<file path="src/rtl/simon_pkg.sv">
// Shared definitions for the Simon game blocks: sequence builder state encoding
// and default sequence geometry, reused by the game controller.
package simon_pkg;

  localparam int SIMON_DEPTH  = 16;
  localparam int SIMON_SYM_W  = 2;
  localparam int SIMON_ADDR_W = 4;

  typedef enum logic [1:0] {
    SB_IDLE   = 2'd0,
    SB_FILL   = 2'd1,
    SB_APPEND = 2'd2,
    SB_FINISH = 2'd3
  } sb_state_e;

endpackage

</file>
<file path="src/rtl/sequence_builder.sv">
// Builds the Simon pad sequence in external memory: bulk FILL from address 0
// or APPEND one symbol, drawing each symbol from an external LFSR.
//
// state     | meaning
// ----------+--------------------------------------------------------------
// SB_IDLE   | waiting for start; mode/len_req sampled here only
// SB_FILL   | writing count LFSR symbols from address 0
// SB_APPEND | writing one LFSR symbol at seq_len (zero writes when full)
// SB_FINISH | one-cycle done pulse; seq_len takes its new value here
module sequence_builder
  import simon_pkg::*;
#(
  parameter int DEPTH  = SIMON_DEPTH,
  parameter int SYM_W  = SIMON_SYM_W,
  parameter int ADDR_W = SIMON_ADDR_W
) (
  input  logic              clk_tick,
  input  logic              reset,
  input  logic              start,
  input  logic              mode,
  input  logic [ADDR_W:0]   len_req,
  input  logic [SYM_W-1:0]  lfsr_val,
  output logic              lfsr_enable,
  output logic              write_en,
  output logic [ADDR_W-1:0] wr_addr,
  output logic [SYM_W-1:0]  wr_data,
  output logic [ADDR_W:0]   seq_len,
  output logic              busy,
  output logic              done,
  output logic              full,
  output logic              overflow
);

  localparam logic [ADDR_W:0] DEPTH_L = (ADDR_W+1)'(DEPTH);
  localparam logic [ADDR_W:0] ONE_L   = (ADDR_W+1)'(1);

  sb_state_e         state_q, state_d;
  logic [ADDR_W:0]   base_q, base_d;
  logic [ADDR_W:0]   count_q, count_d;
  logic [ADDR_W:0]   idx_q, idx_d;
  logic [ADDR_W:0]   seq_len_q, seq_len_d;
  logic              ovf_q, ovf_d;
  logic              write_en_q, write_en_d;
  logic [ADDR_W-1:0] wr_addr_q, wr_addr_d;
  logic [SYM_W-1:0]  wr_data_q, wr_data_d;

  always_ff @(posedge clk_tick or posedge reset) begin
    if (reset) begin
      state_q    <= SB_IDLE;
      base_q     <= '0;
      count_q    <= '0;
      idx_q      <= '0;
      seq_len_q  <= '0;
      ovf_q      <= 1'b0;
      write_en_q <= 1'b0;
      wr_addr_q  <= '0;
      wr_data_q  <= '0;
    end else begin
      state_q    <= state_d;
      base_q     <= base_d;
      count_q    <= count_d;
      idx_q      <= idx_d;
      seq_len_q  <= seq_len_d;
      ovf_q      <= ovf_d;
      write_en_q <= write_en_d;
      wr_addr_q  <= wr_addr_d;
      wr_data_q  <= wr_data_d;
    end
  end

  always_comb begin
    state_d     = state_q;
    base_d      = base_q;
    count_d     = count_q;
    idx_d       = idx_q;
    seq_len_d   = seq_len_q;
    ovf_d       = ovf_q;
    write_en_d  = 1'b0;
    wr_addr_d   = wr_addr_q;
    wr_data_d   = wr_data_q;
    lfsr_enable = 1'b0;

    unique case (state_q)
      SB_IDLE: begin
        if (start) begin
          idx_d = '0;
          if (mode) begin
            // A rejected APPEND runs with zero writes so done/overflow share FINISH.
            base_d  = seq_len_q;
            count_d = full ? '0 : ONE_L;
            ovf_d   = full;
            state_d = SB_APPEND;
          end else begin
            base_d  = '0;
            count_d = (len_req > DEPTH_L) ? DEPTH_L : len_req;
            ovf_d   = 1'b0;
            state_d = SB_FILL;
          end
        end
      end

      SB_FILL, SB_APPEND: begin
        if (idx_q < count_q) begin
          lfsr_enable = 1'b1;
          write_en_d  = 1'b1;
          wr_addr_d   = ADDR_W'(base_q + idx_q);
          wr_data_d   = lfsr_val;
          idx_d       = idx_q + ONE_L;
        end else begin
          seq_len_d = base_q + count_q;
          state_d   = SB_FINISH;
        end
      end

      SB_FINISH: begin
        state_d = SB_IDLE;
      end

      default: begin
        state_d = SB_IDLE;
      end
    endcase
  end

  assign write_en = write_en_q;
  assign wr_addr  = wr_addr_q;
  assign wr_data  = wr_data_q;
  assign seq_len  = seq_len_q;
  assign busy     = (state_q != SB_IDLE);
  assign done     = (state_q == SB_FINISH);
  assign overflow = (state_q == SB_FINISH) && ovf_q;
  assign full     = (seq_len_q == DEPTH_L);

endmodule

</file>
<file path="config.mk">
export PLATFORM = sky130hd
export DESIGN_NAME = sequence_builder
export DESIGN_NICKNAME = d
export VERILOG_FILES = /design/src/rtl/simon_pkg.sv /design/src/rtl/sequence_builder.sv
export SDC_FILE = /design/constraint.sdc
export NUM_CORES = 1
export LEC_CHECK = 0
export CAP_MARGIN = 30
export CORE_MARGIN = 8
export CORE_UTILIZATION = 44
export CTS_BUF_LIST = sky130_fd_sc_hd__clkbuf_8 sky130_fd_sc_hd__clkbuf_16
export CTS_CLUSTER_SIZE = 12
export DETAILED_ROUTE_END_ITERATION = 16
export PLACE_DENSITY_LB_ADDON = 0.08
export RECOVER_POWER = 25
export SYNTH_ARGS = -nofsm -noshare
export SYNTH_HDL_FRONTEND = slang
export SYNTH_SLANG_ARGS = --single-unit
</file>
<file path="constraint.sdc">
create_clock -name clk_tick -period 2.2 [get_ports clk_tick]
set_input_delay 0.33 -clock clk_tick [delete_from_list [all_inputs] [get_ports clk_tick]]
set_output_delay 0.33 -clock clk_tick [all_outputs]
set_load 0.005 [all_outputs]
</file>
# [Yosys cells after proc, flatten, opt, wreduce, memory -nomap -nowiden]
# Cells that the tools add are included.
[word_totals] regBits=30 output_inout_bits=17
[op_classes] add_sub_neg=3 n_lt_le_gt_ge=2 eq_ne=7 muxes=14 bitwise_logic=1 n_reduce_logical=10
[op_table] operator="5-bit 2-to-1 mux" n=5
[op_table] operator="5-bit one-hot mux with 2 select lines" n=1
[op_table] operator="2-bit AND reduction" n=4
[op_table] operator="2-bit 2-to-1 mux" n=3
[op_table] operator="2-bit inequality test, second input constant" n=3
[op_table] operator="2-bit one-hot mux with 3 select lines" n=1
[op_table] operator="5-bit by 1-bit adder with 5-bit output, second input constant" n=1
[op_table] operator="5-bit adder" n=1
[op_table] operator="5-bit equality test, second input constant" n=1
[op_table] operator="5-bit greater-than comparator, second input constant" n=1
[op_table] operator="5-bit < comparator" n=1
[op_table] operator="4-bit adder" n=1
[op_table] operator="2-bit equality test, second input constant" n=2
[op_table] operator="1-bit 2-to-1 mux" n=4
[op_table] operator="2-bit nonzero test" n=2
[op_table] operator="3-bit AND reduction" n=1
[op_table] operator="2-bit by 1-bit equality test with 1-bit output, second input constant" n=1
[op_table] operator="2-bit logical NOT" n=1
[op_table] operator="2-bit OR reduction" n=1
[op_table] operator="1-bit logical AND" n=1
[op_table] operator="1-bit inverter" n=1

# [Logic depth before layout (Yosys ltp)]
[logic_depth] word_depth=4 ltp_mapped=8 mapped_depth_nobuf=8

# [Worst setup path after synthesis]
# No wires, ideal clock.
[synth_path] kind="flip-flop to flip-flop" from="reg idx_q[2]" to="reg wr_addr_q[0], in the netlist wr_addr[0]" arrival_ns=1.841 slack_ns=0.231 stages_incl_launch_ff=7 synth_period_minus_slack_ns=1.969 path_cell_list="dfrtp_1 -> ha_1 -> a21o_1 -> a31oi_4 -> o21bai_1 -> a21oi_4 -> mux2_1"
[synth_via] elab_chain_cells=2
[synth_lines] element="from (decl)" line_no="sequence_builder.sv:40" rtl="logic [ADDR_W:0] idx_q, idx_d;"
[synth_lines] element="from (signal assigned)" line_no="sequence_builder.sv:62" rtl="idx_q <= idx_d;"
[synth_lines] element="5-bit < comparator" line_no="sequence_builder.sv:103" rtl="if (idx_q < count_q) begin"
[synth_lines] element="2-bit AND reduction (no source line)"
[synth_lines] element="to (signal assigned)" line_no="sequence_builder.sv:66" rtl="wr_addr_q <= wr_addr_d;"
[synth_lines] element="to (decl)" line_no="sequence_builder.sv:44" rtl="logic [ADDR_W-1:0] wr_addr_q, wr_addr_d;"
# Every way passes these cells.
# A chain may end at the register's enable or synchronous reset.

# [Worst setup path in the final report]
[layout_path] from="reg seq_len_q[1], in the netlist seq_len[1]" to="out full"
[layout_via] elab_chain_cells=1
[layout_lines] element="from (decl)" line_no="sequence_builder.sv:41" rtl="logic [ADDR_W:0] seq_len_q, seq_len_d;"
[layout_lines] element="from (signal assigned)" line_no="sequence_builder.sv:63" rtl="seq_len_q <= seq_len_d;"
[layout_lines] element="5-bit equality test" line_no="sequence_builder.sv:132" rtl="assign full = (seq_len_q == DEPTH_L);"
[layout_lines] element="to (decl)" line_no="sequence_builder.sv:30" rtl="output logic full,"
# Every way passes these cells.

==> metrics.yaml <==
fin_area_um2: 2270
grt_pass1_wl_um: 6410
crit_path_end_kind: "output pin"
rsz0062_at_grt: "false"
antenna_found_initial: 0
core_area_um2: 3910
syn_area_per_cell_um2: 10.4
drcViolationCount: 0
crit_arrival_ns: 1.81
drt_iter0_drc: 42
die-area_um2: 6220
clk_pin_slew_worst_paths_ns: 0.07
required_ns: 1.87
place.gp.congestion: 0.811
routed_wirelength_um: 3830
finalClockSkew_ns: 0.00567
drive_above_1_share_pct: 17.1
netlist-cell-type-count: 37
ys_warn_count: 0
diodes: 0
io_pins: 28
insertion_delay_ns: 0.29
hp-class: "flop to flop"
syn_inst: 167
p_int_mw: 2.33
path_max_fanout: 4
tightest_slew_ns: 0.771
crit_type: "flop to output pin"
timing.fmax_ghz: 0.467
grt_pass1_vias: 1352
period_needed_ns: 2.14
post_drt_via_cell_ratio: 4.96
combPwrFrac_pct: 60.3
peakVddDrop_mv: 0.679
maxCapViolations: 0
track_usage_pct: 13.2
max_slew_margin_pct: 48.6
seqPwrFrac_pct: 25.4
syn-cell-area_um2: 1740
placed_area_um2: 2160
p_per_area_nw_per_um2: 1700
ys_seq_area_share_pct: 43.1
cts-root-buf: "clkbuf_8"
finalSetupViolCount: 0
p_sw_mw: 1.52
synth-edff-count: 0
io_buffers: 27
die_w_um: 78.9
slew_viol_final: 0
post-cts-setup-buffer-count: 0
detail-route-antenna-nets: 0
clkPwrFrac_pct: 14.3
die_y_um: 78.9
dr.pass1.iters: 4
areaGrowthSynthToFinish_pct: 30.3
vias: 1294
sw_frac_of_total_pct: 39.4
clock_path_buffers: 2
grt.overflow.total: 0
hpwl_um: 2990
wire_per_inst_um: 14.7
clock-sinks: 30
htreeDepth: 2
final_hold_viol_count: 0
final_nets: 238
p_leak_nw: 1.09
synth-seq-cells: 30
cts_buffers: 5
tritoncts: "built"
tns_ns: 0
async_flop_share_pct: 100
synth_nets: 195
ys.flop_type: "dfrtp_1"
grt_max_degree: 31
fillers: 346
status: "finished clean"
fin_crit_sh_pct: 97.3
start_util_pct: 44.5
worst_setup_path_start_kind: "flop"
fp-row-count: 23
[per-layer routing]
layer,GRT usage (%),part of all wire (%)
met4,5.74,2.0
met5,0,0
met2,21.1,46
met3,4.74,5.3
met1,15.8,47
[flip-flops by register name (all words and copies together), names as in the netlist]
| name | count |
|---|---|
| write_en | 1 |
| idx_q | 5 |
| seq_len | 5 |
| wr_addr | 4 |
| wr_data | 2 |
| ovf_q | 1 |
| count_q | 5 |
| state_q | 2 |
| base_q | 5 |
[cell families after synthesis]
group	Yosys count	synth area share, %
and+or+nand+nor	43	12.4
muxes	11	6.97
xor gates and xnor gates	7	3.52
DFF	30	43.1
AOI/OAI and AO/OA	38	16.4
buffers and inverters	21	4.53
adders and majority gates	17	13.1
[path summary, 6_finish.rpt]
kind | slack (ns) | to | from | cells after the start
setup / recovery | 0.06 | full | seq_len[1]$_DFFE_PP0P_ | 4
hold / removal | 0.49 | wr_addr[3]$_DFFE_PP0P_ | wr_addr[3]$_DFFE_PP0P_ | 1
setup reg to reg | 0.12 | seq_len[4]$_DFFE_PP0P_ | count_q[2]$_DFFE_PP0P_ | 8
hold reg to reg | 0.49 | wr_addr[3]$_DFFE_PP0P_ | wr_addr[3]$_DFFE_PP0P_ | 1
max in group asynchronous | 1.01 | ovf_q$_DFFE_PP0P_ | reset | 3
min in group asynchronous | 0.70 | wr_addr[0]$_DFFE_PP0P_ | reset | 3
[repair_timing]
| action | in CTS | in global routing |
|---|---|---|
| pin swaps | 0 | 1 |
| endpoints found under the setup margin | 1 | 6 |
| hold buffers | 0 | 0 |
| resized for setup | 3 | 2 |
[power groups by stage]
stage          clock [mW]  combinational [mW]  sequential (mW)
4_1_cts             0.565                2.38            0.978
5_1_grt             0.595                2.58             1.01
2_1_floorplan           0                1.50            0.974
3_5_place_dp            0                2.35            0.988
3_3_place_gp            0                2.31            0.976
6_report            0.549                2.32            0.980
[cell usage after synthesis (all sizes together) (2+ instances only)]
| cell | count | area, um^2 |
|---|---|---|
| dfrtp | 30 | 751 |
| nand2 | 22 | 82.6 |
| inv | 17 | 63.8 |
| ha | 15 | 188 |
| o21ai | 15 | 75.1 |
| mux2 | 9 | 101 |
| nand2b | 6 | 45.0 |
| a21oi | 5 | 36.3 |
| a22o | 5 | 43.8 |
| xnor2 | 5 | 43.8 |
| a21o | 4 | 30.0 |
| nand3 | 4 | 20.0 |
| clkbuf | 3 | 11.3 |
| and2 | 2 | 12.5 |
| fa | 2 | 40.0 |
| mux2i | 2 | 20.0 |
| o211ai | 2 | 20.0 |
| o22ai | 2 | 12.5 |
| or2 | 2 | 12.5 |
| xor2 | 2 | 17.5 |
[metrics by stage]
step | total power [mW] | worst slack [ns] | utilization, % | std cells | hold WS, ns
6_report | 3.85 | 0.0598 | 57.9 | 261 | 0.485
5_1_grt | 4.19 | 0.00926 | 57.9 | 261 | 0.519
4_1_cts | 3.92 | 0.00768 | 58.0 | 261 | 0.434
3_5_place_dp | 3.34 | 0.00851 | 55.1 | 253 | 0.474
3_3_place_gp | 3.29 | 0.0508 | 55.1 | 253 | 0.467
2_1_floorplan | 2.47 | 0.231 | - | 167 | 0.421
[area by class of cell]
class / instances / area [um^2] / share of cell area, %
inverter: 17 / 63.8 / 2.81
tap: 50 / 62.6 / 2.76
multi-input combinational: 116 / 921 / 40.6
timing repair buffer: 40 / 360 / 15.9
sequential: 30 / 751 / 33.1
clock buffer: 5 / 68.8 / 3.04
clock inverter: 3 / 40.0 / 1.77
[cells in the final DEF, fill, tap and decap left out, drive strengths merged, types with 4 or more instances in the layout]
| master | netlist | routed |
|---|---|---|
| dfrtp | 30 | 30 |
| clkdlybuf4s50 | 0 | 25 |
| nand2 | 22 | 22 |
| inv | 17 | 17 |
| o21ai | 15 | 15 |
| ha | 15 | 15 |
| buf | 1 | 12 |
| mux2 | 9 | 9 |
| clkbuf | 3 | 7 |
| nand2b | 6 | 6 |
| xnor2 | 5 | 5 |
| a22o | 5 | 5 |
| a21oi | 5 | 5 |
| a21o | 4 | 4 |
| nand3 | 4 | 4 |
[worst max-delay path, cell delays in order, from the launching register on]
cell	delay, ns
dfrtp_1	0.42
nor4_2	0.35
nand2_1	0.13
inv_1	0.11
clkdlybuf4s50_1	0.51
Power figures use the tool's default switching activity.
